`src/rtl/plt_cfg_loader_if.sv`:
```
// Bundle of the configuration handshake and the PLT configuration/scan port.
// The loader uses the slave modport; the environment driving words and the PLT use master.
interface plt_cfg_loader_if #(
    parameter int N = 8
);
    localparam int CFG_W = 4 * (N - 1);

    logic             cfg_valid;
    logic             cfg_ready;
    logic [CFG_W-1:0] cfg_data;
    logic [1:0]       plt_mode;
    logic             plt_config_in;
    logic             plt_scan_enable;
    logic [CFG_W-1:0] plt_scan_out;
    logic             busy;
    logic             done;
    logic             verify_err;

    modport master (
        output cfg_valid,
        output cfg_data,
        output plt_scan_out,
        input  cfg_ready,
        input  plt_mode,
        input  plt_config_in,
        input  plt_scan_enable,
        input  busy,
        input  done,
        input  verify_err
    );

    modport slave (
        input  cfg_valid,
        input  cfg_data,
        input  plt_scan_out,
        output cfg_ready,
        output plt_mode,
        output plt_config_in,
        output plt_scan_enable,
        output busy,
        output done,
        output verify_err
    );
endinterface

```
`src/rtl/plt_cfg_loader.sv`:
```
// PLT configuration transmitter: shifts one accepted word MSB-first into the PLT, then returns
// it to usage mode. Define PLT_CFG_VERIFY_EN to add scan readback with a sticky verify_err.
module plt_cfg_loader #(
    parameter int N = 8
) (
    input  logic            clk,
    input  logic            clear_n,
    plt_cfg_loader_if.slave bus
);
    localparam int CFG_W = 4 * (N - 1);
    localparam int CNT_W = $clog2(CFG_W + 1);
    localparam logic [CNT_W-1:0] LAST_BIT = CNT_W'(CFG_W - 1);

    localparam logic [1:0] MODE_CONFIG = 2'b00;
    localparam logic [1:0] MODE_USAGE  = 2'b01;
    localparam logic [1:0] MODE_TEST   = 2'b10;

    typedef enum logic [2:0] {
        ST_IDLE    = 3'd0,
        ST_SHIFT   = 3'd1,
        ST_COMMIT  = 3'd2,
        ST_CAPTURE = 3'd3,
        ST_CHECK   = 3'd4,
        ST_DONE    = 3'd5
    } state_t;

    state_t           state_r;
    state_t           state_s;
    logic [CFG_W-1:0] shreg_r;
    logic [CFG_W-1:0] shreg_s;
    logic [CNT_W-1:0] cnt_r;
    logic [CNT_W-1:0] cnt_s;

    logic             cfg_ready_r;
    logic             cfg_ready_s;
    logic             busy_r;
    logic             busy_s;
    logic             done_r;
    logic             done_s;
    logic [1:0]       plt_mode_r;
    logic [1:0]       plt_mode_s;
    logic             plt_config_in_r;
    logic             plt_config_in_s;
    logic             plt_scan_enable_r;
    logic             plt_scan_enable_s;

`ifdef PLT_CFG_VERIFY_EN
    logic [CFG_W-1:0] latch_r;
    logic [CFG_W-1:0] latch_s;
    logic             verify_err_r;
    logic             verify_err_s;

    // The PLT loses the first shifted bit and holds the pad bit in its LSB after commit.
    function automatic logic [CFG_W-1:0] readback_image(input logic [CFG_W-1:0] word);
        return {word[CFG_W-2:0], 1'b0};
    endfunction
`endif

    // Next state, shift data and bit counter.
    always_comb begin
        state_s = state_r;
        shreg_s = shreg_r;
        cnt_s   = cnt_r;
`ifdef PLT_CFG_VERIFY_EN
        latch_s      = latch_r;
        verify_err_s = verify_err_r;
`endif
        case (state_r)
            ST_IDLE: begin
                if (bus.cfg_valid && cfg_ready_r) begin
                    shreg_s = bus.cfg_data;
                    cnt_s   = {CNT_W{1'b0}};
`ifdef PLT_CFG_VERIFY_EN
                    latch_s = bus.cfg_data;
`endif
                    state_s = ST_SHIFT;
                end else begin
                    state_s = ST_IDLE;
                end
            end
            ST_SHIFT: begin
                shreg_s = {shreg_r[CFG_W-2:0], 1'b0};
                cnt_s   = cnt_r + CNT_W'(1);
                if (cnt_r == LAST_BIT) begin
                    state_s = ST_COMMIT;
                end else begin
                    state_s = ST_SHIFT;
                end
            end
            ST_COMMIT: begin
`ifdef PLT_CFG_VERIFY_EN
                state_s = ST_CAPTURE;
`else
                state_s = ST_DONE;
`endif
            end
`ifdef PLT_CFG_VERIFY_EN
            ST_CAPTURE: begin
                state_s = ST_CHECK;
            end
            ST_CHECK: begin
                if (bus.plt_scan_out != readback_image(latch_r)) begin
                    verify_err_s = 1'b1;
                end else begin
                    verify_err_s = verify_err_r;
                end
                state_s = ST_DONE;
            end
`endif
            ST_DONE: begin
                state_s = ST_IDLE;
            end
            default: begin
                state_s = ST_IDLE;
            end
        endcase
    end

    // Output image of the state being entered, so every output leaves a flop.
    always_comb begin
        cfg_ready_s       = 1'b0;
        busy_s            = 1'b1;
        done_s            = 1'b0;
        plt_mode_s        = MODE_USAGE;
        plt_config_in_s   = 1'b0;
        plt_scan_enable_s = 1'b0;
        case (state_s)
            ST_IDLE: begin
                cfg_ready_s = 1'b1;
                busy_s      = 1'b0;
            end
            ST_SHIFT: begin
                plt_mode_s      = MODE_CONFIG;
                plt_config_in_s = shreg_s[CFG_W-1];
            end
            ST_COMMIT: begin
                plt_mode_s = MODE_CONFIG;
            end
            ST_CAPTURE: begin
                plt_mode_s        = MODE_TEST;
                plt_scan_enable_s = 1'b1;
            end
            ST_CHECK: begin
                plt_mode_s = MODE_USAGE;
            end
            ST_DONE: begin
                done_s = 1'b1;
            end
            default: begin
                cfg_ready_s = 1'b0;
                busy_s      = 1'b1;
            end
        endcase
    end

    // State, datapath and output registers.
    always_ff @(posedge clk or negedge clear_n) begin
        if (!clear_n) begin
            state_r           <= ST_IDLE;
            shreg_r           <= {CFG_W{1'b0}};
            cnt_r             <= {CNT_W{1'b0}};
            cfg_ready_r       <= 1'b1;
            busy_r            <= 1'b0;
            done_r            <= 1'b0;
            plt_mode_r        <= MODE_USAGE;
            plt_config_in_r   <= 1'b0;
            plt_scan_enable_r <= 1'b0;
        end else begin
            state_r           <= state_s;
            shreg_r           <= shreg_s;
            cnt_r             <= cnt_s;
            cfg_ready_r       <= cfg_ready_s;
            busy_r            <= busy_s;
            done_r            <= done_s;
            plt_mode_r        <= plt_mode_s;
            plt_config_in_r   <= plt_config_in_s;
            plt_scan_enable_r <= plt_scan_enable_s;
        end
    end

`ifdef PLT_CFG_VERIFY_EN
    // Readback reference copy and sticky mismatch flag; only clear_n clears the flag.
    always_ff @(posedge clk or negedge clear_n) begin
        if (!clear_n) begin
            latch_r      <= {CFG_W{1'b0}};
            verify_err_r <= 1'b0;
        end else begin
            latch_r      <= latch_s;
            verify_err_r <= verify_err_s;
        end
    end

    assign bus.verify_err = verify_err_r;
`else
    logic unused_scan_s;
    assign unused_scan_s  = ^bus.plt_scan_out;
    assign bus.verify_err = 1'b0;
`endif

    assign bus.cfg_ready       = cfg_ready_r;
    assign bus.busy            = busy_r;
    assign bus.done            = done_r;
    assign bus.plt_mode        = plt_mode_r;
    assign bus.plt_config_in   = plt_config_in_r;
    assign bus.plt_scan_enable = plt_scan_enable_r;
endmodule

```
`src/flat_wrapper.sv`:
```
// flat-port wrapper written by rule: the top's interface ports become plain ports
module plt_cfg_loader_flat 
#(
    parameter int N = 8
)
  (clk, clear_n, bus_cfg_valid, bus_cfg_data, bus_plt_scan_out, bus_cfg_ready, bus_plt_mode, bus_plt_config_in, bus_plt_scan_enable, bus_busy, bus_done, bus_verify_err);
  plt_cfg_loader_if #(.N(N)) bus_i ();
  input  logic clk;
  input  logic clear_n;
  input wire logic [$bits(bus_i.cfg_valid)-1:0] bus_cfg_valid;
  input wire logic [$bits(bus_i.cfg_data)-1:0] bus_cfg_data;
  input wire logic [$bits(bus_i.plt_scan_out)-1:0] bus_plt_scan_out;
  output wire logic [$bits(bus_i.cfg_ready)-1:0] bus_cfg_ready;
  output wire logic [$bits(bus_i.plt_mode)-1:0] bus_plt_mode;
  output wire logic [$bits(bus_i.plt_config_in)-1:0] bus_plt_config_in;
  output wire logic [$bits(bus_i.plt_scan_enable)-1:0] bus_plt_scan_enable;
  output wire logic [$bits(bus_i.busy)-1:0] bus_busy;
  output wire logic [$bits(bus_i.done)-1:0] bus_done;
  output wire logic [$bits(bus_i.verify_err)-1:0] bus_verify_err;
  assign bus_i.cfg_valid = bus_cfg_valid;
  assign bus_i.cfg_data = bus_cfg_data;
  assign bus_i.plt_scan_out = bus_plt_scan_out;
  assign bus_cfg_ready = bus_i.cfg_ready;
  assign bus_plt_mode = bus_i.plt_mode;
  assign bus_plt_config_in = bus_i.plt_config_in;
  assign bus_plt_scan_enable = bus_i.plt_scan_enable;
  assign bus_busy = bus_i.busy;
  assign bus_done = bus_i.done;
  assign bus_verify_err = bus_i.verify_err;
  plt_cfg_loader #(.N(N)) u_core (.clk(clk), .clear_n(clear_n), .bus(bus_i));
endmodule
```
`config.mk`:
```
export PLATFORM = sky130hd
export DESIGN_NAME = plt_cfg_loader_flat
export DESIGN_NICKNAME = d
export VERILOG_FILES = /design/src/rtl/plt_cfg_loader_if.sv /design/src/rtl/plt_cfg_loader.sv /design/src/flat_wrapper.sv
export SDC_FILE = /design/constraint.sdc
export NUM_CORES = 1
export LEC_CHECK = 0
export CORE_MARGIN = 1
export CORE_UTILIZATION = 35
export CTS_CLUSTER_DIAMETER = 60
export DETAILED_ROUTE_END_ITERATION = 8
export DONT_BUFFER_PORTS = 1
export PLACE_DENSITY = 0.51
export SYNTH_ARGS = -nofsm -noshare
export SYNTH_HDL_FRONTEND = slang
export SYNTH_SLANG_ARGS = --single-unit
```
`constraint.sdc`:
```
create_clock -name clk -period 2.07 [get_ports clk]
set_clock_uncertainty 0.05 [all_clocks]
set_input_delay 0.414 -clock clk [delete_from_list [all_inputs] [get_ports clk]]
set_output_delay 0.414 -clock clk [all_outputs]
set_load 0.01 [all_outputs]
```
Word level (Yosys, flattened, before mapping)
Cells that the tools add are included.
{"block": "word_totals", "regBits": 43}
{"block": "classes", "n_addsub": 1, "eq_ne": 8, "n_mux": 13, "reduce_logical": 6}
{"cell": "one-hot mux 28 bit (2 select lines)", "n": 1}
{"cell": "two-way mux 28 bit", "n": 1}
{"cell": "one-hot mux 5 bit (2 select lines)", "n": 1}
{"cell": "== test 3 x 2 -> 1 bit (second input constant)", "n": 3}
{"cell": "one-hot mux 3 bit (3 select lines)", "n": 1}
{"cell": "== test 3 x 1 -> 1 bit (second input constant)", "n": 2}
{"cell": "logical NOT 3 bit", "n": 2}
{"cell": "two-way mux 1 bit", "n": 6}
{"cell": "adder 5 x 1 -> 5 bit (second input constant)", "n": 1}
{"cell": "== test 5 bit (second input constant)", "n": 1}
{"cell": "two-way mux 5 bit", "n": 1}
{"cell": "one-hot mux 2 bit (2 select lines)", "n": 1}
{"cell": "== test 3 bit (second input constant)", "n": 1}
{"cell": "two-way mux 2 bit", "n": 1}
{"cell": "!= test 2 x 1 -> 1 bit (second input constant)", "n": 1}
{"cell": "AND reduction 2 bit", "n": 1}
{"cell": "nonzero test 2 bit", "n": 1}
{"cell": "OR reduction 2 bit", "n": 1}
{"cell": "logical AND 1 bit", "n": 1}

Longest topological paths before layout
Gate-level depths: netlist (run 1).
{"block": "depth", "word_depth": 6, "mapped_depth": 5}

Least setup slack after synthesis (run 1)
Ideal clock, no wire load.
{"block": "synth_path", "kind": "register to register", "startpoint": "reg u_core.cfg_ready_r (netlist: u_core.bus.cfg_ready)", "endpoint": "reg u_core.shreg_r[26]", "setup_time_ns": 0.126, "arrival_time_ns": 1.310, "t_required_ns": 1.894, "setup_slack_ns": 0.584, "path_stages_with_launch": 6, "path_buffers": 1, "cell_sequence": "dfstp_2 a21oi_1 nor3_2 inv_2 buf_2 a221o_1"}
{"block": "synth_via", "elab_chain_cells": 3}
{"element": "from (decl)", "line_no": "plt_cfg_loader.sv:34", "rtl": "logic cfg_ready_r;"}
{"element": "from (signal assigned)", "line_no": "plt_cfg_loader.sv:172", "rtl": "cfg_ready_r <= cfg_ready_s;"}
{"element": "logical AND 1 bit", "line_no": "plt_cfg_loader.sv:70", "rtl": "if (bus.cfg_valid && cfg_ready_r) begin"}
{"element": "!= test 2 x 1 -> 1 bit (no line)"}
{"element": "AND reduction 2 bit (no line)"}
{"element": "to (signal assigned)", "line_no": "plt_cfg_loader.sv:160", "rtl": "shreg_r <= {CFG_W{1'b0}};"}
{"element": "to (signal assigned)", "line_no": "plt_cfg_loader.sv:170", "rtl": "shreg_r <= shreg_s;"}
{"element": "to (decl)", "line_no": "plt_cfg_loader.sv:29", "rtl": "logic [CFG_W-1:0] shreg_r;"}
No other way between the ends.
A chain may end at the register's enable or synchronous reset.

Worst setup path after layout (run 1)
{"block": "layout_path", "startpoint": "reg u_core.cfg_ready_r (netlist: u_core.bus.cfg_ready)", "endpoint": "reg u_core.shreg_r[15]"}
The elaborated chain is that of the path after synthesis.

==> impl_metrics.toml, run 1 <==
[sta]
finalHoldWorstSlack_ps = 212
post_route_minimum_period_ps = 1680
post-route-worst-setup-slack_ps = 393
final.period_utilization = 0.810
worst_slew_margin_rel = 0.644
rsz0062_at_grt = "false"
maxClockFrequency_mhz = 596
setup-tns-final_ps = 0
timing_worst_slew_pin_value_ps = 533
maxSlewViolCount = 0
finalHoldViolCount = 0
final-setup-viol-count = 0

[floorplanning]
floorplan.initialDensity = 0.367
chip_height_microns = 72.6
dieWidth_microns = 72.6
dieArea_sq_um = 5270
fp.coreArea_sq_um = 4750
placementRows = 25
ioPinCount = 67

[drt]
routed_wl_per_cell_microns = 16.5
detail_route.wirelength_microns = 3380
postRouteAntennaNets = 0
drt_first_pass_iters = 4
dr.first_iter.drc_count = 80
post_drt_via_cell_ratio = 5.43
detail_route.drc_violations = 0
dr_total_vias = 1114

[synthesis]
yosys_register_bits = 41
yosysWarningCount = 0
syn-instance-count = 137
post_synth_fa_ha_maj_area_fraction = 0.00717
synth.area.mux_share = 0.0115
synth.lib_cells_used.distinct = 28
synth_top_flop_cell = "sky130_fd_sc_hd__dfrtp_1"
most_numerous_cell_in_the_yosys_netlist = "sky130_fd_sc_hd__dfrtp_1"
synth-xor-area-share = 0
number_of_enable_type_register_cells_in_the_synthesized_netlist = 0
ys_top_cells_by_area = "sky130_fd_sc_hd__dfrtp_1 56%, sky130_fd_sc_hd__a221o_1 15%, sky130_fd_sc_hd__and2_1 9.3%"
postSynthAreaPerCell_sq_um = 12.7
synth-compound-area-share = 0.194
post_synthesis_share_of_cell_area_spent_on_and_or_nand_and_nor_gates = 0.153
top_cell_type_by_total_area_after_synthesis = "sky130_fd_sc_hd__dfrtp_1"
ys_seq_area_frac = 0.589
synth.top_cells.by_count = "39 x sky130_fd_sc_hd__dfrtp_1, 26 x sky130_fd_sc_hd__a221o_1, 26 x sky130_fd_sc_hd__and2_1"
combinational_family_with_the_most_area_after_synthesis = "compound AO/OA/AOI/OAI gates"
postSynth.asyncResetShare = 1.00
synth_largest_type_area_fraction = 0.559
synthesis.area_sq_um = 1750

[grt]
met1_usage = 0.201
grt_pass1_wl_microns = 5730
antenna_violations_before_repair = 0
grt_util_all_layers = 0.145
global_route_met3_utilization = 0.0511
grt_max_degree = 42
top_usage_layer = "met2"
global_route.usage.met2 = 0.208
grt_overflow_total = 0
first_global_vias = 1125

[finish]
fin_nets = 197
layout-drive-gt1-share = 0.116
layout-area-overhead-vs-synth_pct = 9.68
layoutNonFillerInstCount = 205
design_area_sq_um = 1910
antenna-diode-count = 0
final_core_util = 0.403

[clock_tree]
numCtsBuffers = 5
tritoncts = "done"
postCtsSetupBuffers = 0
buffer_levels_on_the_longest_clock_path = 2
clock_latency_ps = 290
number_of_levels_the_h_tree_was_split_into = 2
number_of_clock_sinks = 41
cts-root-buf = "sky130_fd_sc_hd__clkbuf_8"
cts.clk_slew.worst_paths_ps = 70

[worst_setup_path]
critical_path.max_fanout = 30
endpoint_kind = "flip-flop"
crit_type = "flip-flop to flip-flop"
crit_start = "u_core.bus.cfg_ready$_DFF_PN1_"
worstReg2RegStart = "u_core.bus.cfg_ready$_DFF_PN1_"
critical_path_arrival_ps = 1800
startpoint_type = "flip-flop"
crit_required_ps = 2190

[power_and_ir_drop]
vdd.ir_drop.worst_mv = 0.525
power_density_nw_per_um2 = 1400
fin_total_pwr_mw = 2.68
p_leak_nw = 0.865

[placed_design]
placed_cells = 195
globalplace.congestion = 0.709
dp.final_hpwl_microns = 2140
dpl_cell_area_sq_um = 1790
io_buffer_count = 0
post-place-ws_ps = 384

[hold_path]
worstHoldStart = "bus_cfg_data[27]"
timing.hold.worst.class = "input pin to flip-flop"

[job]
drv.max_cap_violation_count = 0

[outcome]
status = "completed"
-- cells by family (layout without fill, tap and decap cells) --
| kind of cell | after synthesis | after routing |
|---|---|---|
| AOI/OAI and AO/OA | 36 | 36 |
| adders and majority gates | 1 | 1 |
| buffers and inverters | 15 | 15 |
| DFF | 41 | 41 |
| muxes | 2 | 2 |
| other | 1 | 2 |
| and+or+nand+nor | 41 | 41 |
-- flip-flops by register name, indices dropped and copies added (netlist names) --
register	cells
u_core.bus.done	1
u_core.bus.plt_mode	2
u_core.bus.cfg_ready	1
u_core.state_r	3
u_core.bus.plt_config_in	1
u_core.shreg_r	27
u_core.cnt_r	5
u_core.bus.busy	1
-- critical path, stage by stage (launching register included) --
cell	delay [ps]
sky130_fd_sc_hd__dfstp_2	570
sky130_fd_sc_hd__a21oi_1	90
sky130_fd_sc_hd__nor3_2	200
sky130_fd_sc_hd__inv_2	260
sky130_fd_sc_hd__a221o_1	370
-- path summary, 6_finish.rpt --
kind / endpoint / slack (ps) / depth (start not counted)
min reg2reg: u_core.cnt_r[4]$_DFFE_PN0P_ / 450 / 1
max in group asynchronous: u_core.bus.cfg_ready$_DFF_PN1_ / 1170 / 2
max reg2reg: u_core.shreg_r[15]$_DFFE_PN0P_ / 390 / 4
max: u_core.shreg_r[15]$_DFFE_PN0P_ / 390 / 4
min in group asynchronous: u_core.bus.done$_DFF_PN0_ / 530 / 2
min: u_core.bus.plt_config_in$_DFF_PN0_ / 210 / 1
-- cell type report --
class,count,area (sq um)
Clock buffer,8,90.1
Tap cell,67,83.8
Sequential cell,41,1030
Fill cell,478,2840
Inverter,2,7.51
Multi-Input combinational cell,82,652
Timing Repair Buffer,5,52.6
-- layer usage --
| layer | vias up | share of wire |
|---|---|---|
| met1 | 558 | 0.47 |
| met3 | 7 | 0.070 |
| met4 | 0 | 0.017 |
| li1 | 514 | - |
| met5 | - | 0 |
| met2 | 35 | 0.44 |
-- power by group --
group,switching (mW),internal (mW)
combinational,0.412,0.427
sequential,0.199,1.11
clock,0.262,0.272
total,0.873,1.81
-- cell usage in the layout, fill, tap and decap left out, drive strengths merged, types with 3 or more instances in the layout --
cell     n
a221o   26
nor2     3
buf      4
o41ai    3
and2    26
dfrtp   39
clkbuf   8
nor3b    3
-- timing repair --
item                                    in CTS  in global routing
hold buffers                                 2                  0
gates resized for setup                      0                  0
hold endpoints to repair                    41                  0
endpoints found under the setup margin       0                  0
(Power assumes the default switching activity.)
==> run 2: changes to the inputs <==
- ABC_AREA: not set -> 1
- clock period: 2.07 -> 1.6 ns (I/O delays scaled with it)
==> run 2 against run 1 <==
Compared with the run above:
- die area up 9.1%
- cell count up 41%
- core utilization fell by 0.71 points
- highest routed layer unchanged
- critical path type unchanged
- sequential power rose by 30%
==> impl_metrics.toml, run 2 <==
[hold_path]
timing.hold.worst.class = "input pin to flip-flop"

[finish]
antenna-diode-count = 0
layoutNonFillerInstCount = 289
mostFrequentLayoutCell = "sky130_fd_sc_hd__nand2_1"
design_area_sq_um = 2050
layout-drive-gt1-share = 0.155
layout-area-overhead-vs-synth_pct = 7.21
number_of_flip_flops_under_the_largest_register_name = 28
fillerInstances = 544
largest_registers = "u_core.shreg_r (28), u_core.cnt_r (5), u_core.state_r (3)"
registers.top_by_ff_count = "u_core.shreg_r"
layout_common_cells = "89 x sky130_fd_sc_hd__nand2_1, 40 x sky130_fd_sc_hd__dfrtp_1, 30 x sky130_fd_sc_hd__nand3_1"
area.sequential_sq_um = 1050
multi_input_comb_area_sq_um = 717
final_core_util = 0.396
fin_nets = 278

[grt]
grt_overflow_total = 0
first_global_vias = 1235
grt_util_all_layers = 0.142
antenna_violations_before_repair = 0
grt_pass1_wl_microns = 5950
grt_max_degree = 43

[synthesis]
synth_largest_type_area_fraction = 0.525
top_cell_type_by_total_area_after_synthesis = "sky130_fd_sc_hd__dfrtp_1"
yosys_register_bits = 42
synth_top_flop_cell = "sky130_fd_sc_hd__dfrtp_1"
synthesis.area_sq_um = 1910
synth.lib_cells_used.distinct = 22
most_numerous_cell_in_the_yosys_netlist = "sky130_fd_sc_hd__nand2_1"
number_of_enable_type_register_cells_in_the_synthesized_netlist = 0
yosysWarningCount = 0
syn-instance-count = 215
postSynth.asyncResetShare = 1.00
ys_top_cells_by_area = "sky130_fd_sc_hd__dfrtp_1 52%, sky130_fd_sc_hd__nand2_1 18%, sky130_fd_sc_hd__nand3_1 7.9%"
postSynthAreaPerCell_sq_um = 8.87
ys_seq_area_frac = 0.552
synth.top_cells.by_count = "89 x sky130_fd_sc_hd__nand2_1, 40 x sky130_fd_sc_hd__dfrtp_1, 30 x sky130_fd_sc_hd__nand3_1"

[placed_design]
post-place-ws_ps = -22.8
io_buffer_count = 0
globalplace.congestion = 0.682
placed_cells = 278
dpl_cell_area_sq_um = 1900
dp.final_hpwl_microns = 2260

[clock_tree]
number_of_levels_the_h_tree_was_split_into = 2
numCtsBuffers = 5
postCtsSetupBuffers = 0
clock_latency_ps = 290
number_of_clock_sinks = 42
buffer_levels_on_the_longest_clock_path = 2
cts.clk_slew.worst_paths_ps = 80
tritoncts = "done"
cts-root-buf = "sky130_fd_sc_hd__clkbuf_8"

[power_and_ir_drop]
fin_total_pwr_mw = 3.44
power_density_nw_per_um2 = 1680
p_leak_nw = 0.983
vdd.ir_drop.worst_mv = 0.448

[worst_setup_path]
cp_cell_sequence = "nand2_1 > nor2_4 > buf_4 > inv_2 > nand2_1 > nor2_1 > inv_2"
startpoint_type = "flip-flop"
endpoint_kind = "flip-flop"
crit_required_ps = 1780
critical_path_arrival_ps = 1640
crit_type = "flip-flop to flip-flop"
critical_path.max_fanout = 5
worst_path_largest_cell_delay_ps = 570
critical-path-slowest-cell = "sky130_fd_sc_hd__dfstp_2"

[floorplanning]
chip_height_microns = 75.8
dieWidth_microns = 75.8
ioPinCount = 67
dieArea_sq_um = 5750
placementRows = 26
fp.coreArea_sq_um = 5170
floorplan.initialDensity = 0.369

[drt]
dr.first_iter.drc_count = 56
detail_route.drc_violations = 0
met2_wirelength_microns = 1660
dr_wl_met3_microns = 234
detail_route.wirelength_microns = 3690
wl_met1_microns = 1780
routed_wl_per_cell_microns = 12.8
drt_first_pass_iters = 4
postRouteAntennaNets = 0
dr_total_vias = 1342
post_drt_via_cell_ratio = 4.64
maxUsedRoutingLayer = "met4"

[sta]
finalHoldViolCount = 0
final.period_utilization = 0.911
maxClockFrequency_mhz = 686
setup-tns-final_ps = 0
post-route-worst-setup-slack_ps = 143
finalHoldWorstSlack_ps = 97.5
maxSlewViolCount = 0
post_route_minimum_period_ps = 1460
rsz0062_at_grt = "false"
final-setup-viol-count = 0

[job]
drv.max_cap_violation_count = 0

[outcome]
status = "completed"
run 2: cell count changes in the layout (fill, tap and decap cells not counted), moves of 3 or more:
cell,delta
sky130_fd_sc_hd__a221o_1,-26
sky130_fd_sc_hd__and2_1,-26
sky130_fd_sc_hd__inv_1,+4
sky130_fd_sc_hd__inv_2,+3
sky130_fd_sc_hd__nand2_1,+87
sky130_fd_sc_hd__nand2_2,+11
sky130_fd_sc_hd__nand3_1,+30
sky130_fd_sc_hd__nor2_4,+4
sky130_fd_sc_hd__nor3_1,+3
sky130_fd_sc_hd__o41ai_1,-3
run 2: report_power, final:
part           total [mW]  internal (mW)  switching, mW
Combinational        1.07          0.398          0.671
Clock               0.663          0.303          0.360
Sequential           1.70           1.46          0.246
run 2: kinds of logic after synthesis:
group,share of synthesized area
adders and majority gates,0.00656
other,0.00197
AOI/OAI and AO/OA,0.0184
DFF,0.552
xor gates and xnor gates,0.00918
buffers and inverters,0.0800
and+or+nand+nor,0.332
run 2: final timing paths:
check / start / to / slack, ps / cells past startpoint
max: u_core.bus.cfg_ready$_DFF_PN1_ / u_core.bus.busy$_DFF_PN0_ / 140 / 7
min: bus_cfg_data[0] / u_core.shreg_r[0]$_DFFE_PN0P_ / 100 / 2
max reg2reg: u_core.bus.cfg_ready$_DFF_PN1_ / u_core.bus.busy$_DFF_PN0_ / 140 / 7
min reg2reg: u_core.shreg_r[0]$_DFFE_PN0P_ / u_core.shreg_r[0]$_DFFE_PN0P_ / 430 / 2
max in group asynchronous: clear_n / u_core.bus.plt_mode[0]$_DFF_PN1_ / 740 / 2
min in group asynchronous: clear_n / u_core.shreg_r[27]$_DFF_PN0_ / 480 / 2
run 2: what timing repair did:
item                                    4_1_cts  5_1_grt
endpoints found under the setup margin       16       27
gates cloned                                  1        0
pin swaps                                     1        1
hold buffers                                  2        0
hold endpoints to repair                     42        0
gates resized for setup                       0        4
run 2: final cells by class:
type | instances | share of cell area
timing repair buffer | 5 | 0.0349
sequential | 42 | 0.515
clock inverter | 2 | 0.00489
inverter | 9 | 0.0165
tap | 70 | 0.0428
multi-input combinational | 155 | 0.350
clock buffer | 6 | 0.0355
run 2: layer usage:
metal  global-route usage  vias to the layer above
met3               0.0529                        4
met4               0.0432                        0
li1                     -                      674
met5                    0                        -
met2                0.208                       36
met1                0.195                      628
run 2: critical path, delay by kind of cell (launching register included):
kind	cells	cell delay [ps]
buffers and inverters	3	300
and+or+nand+nor	4	480
DFF	1	570
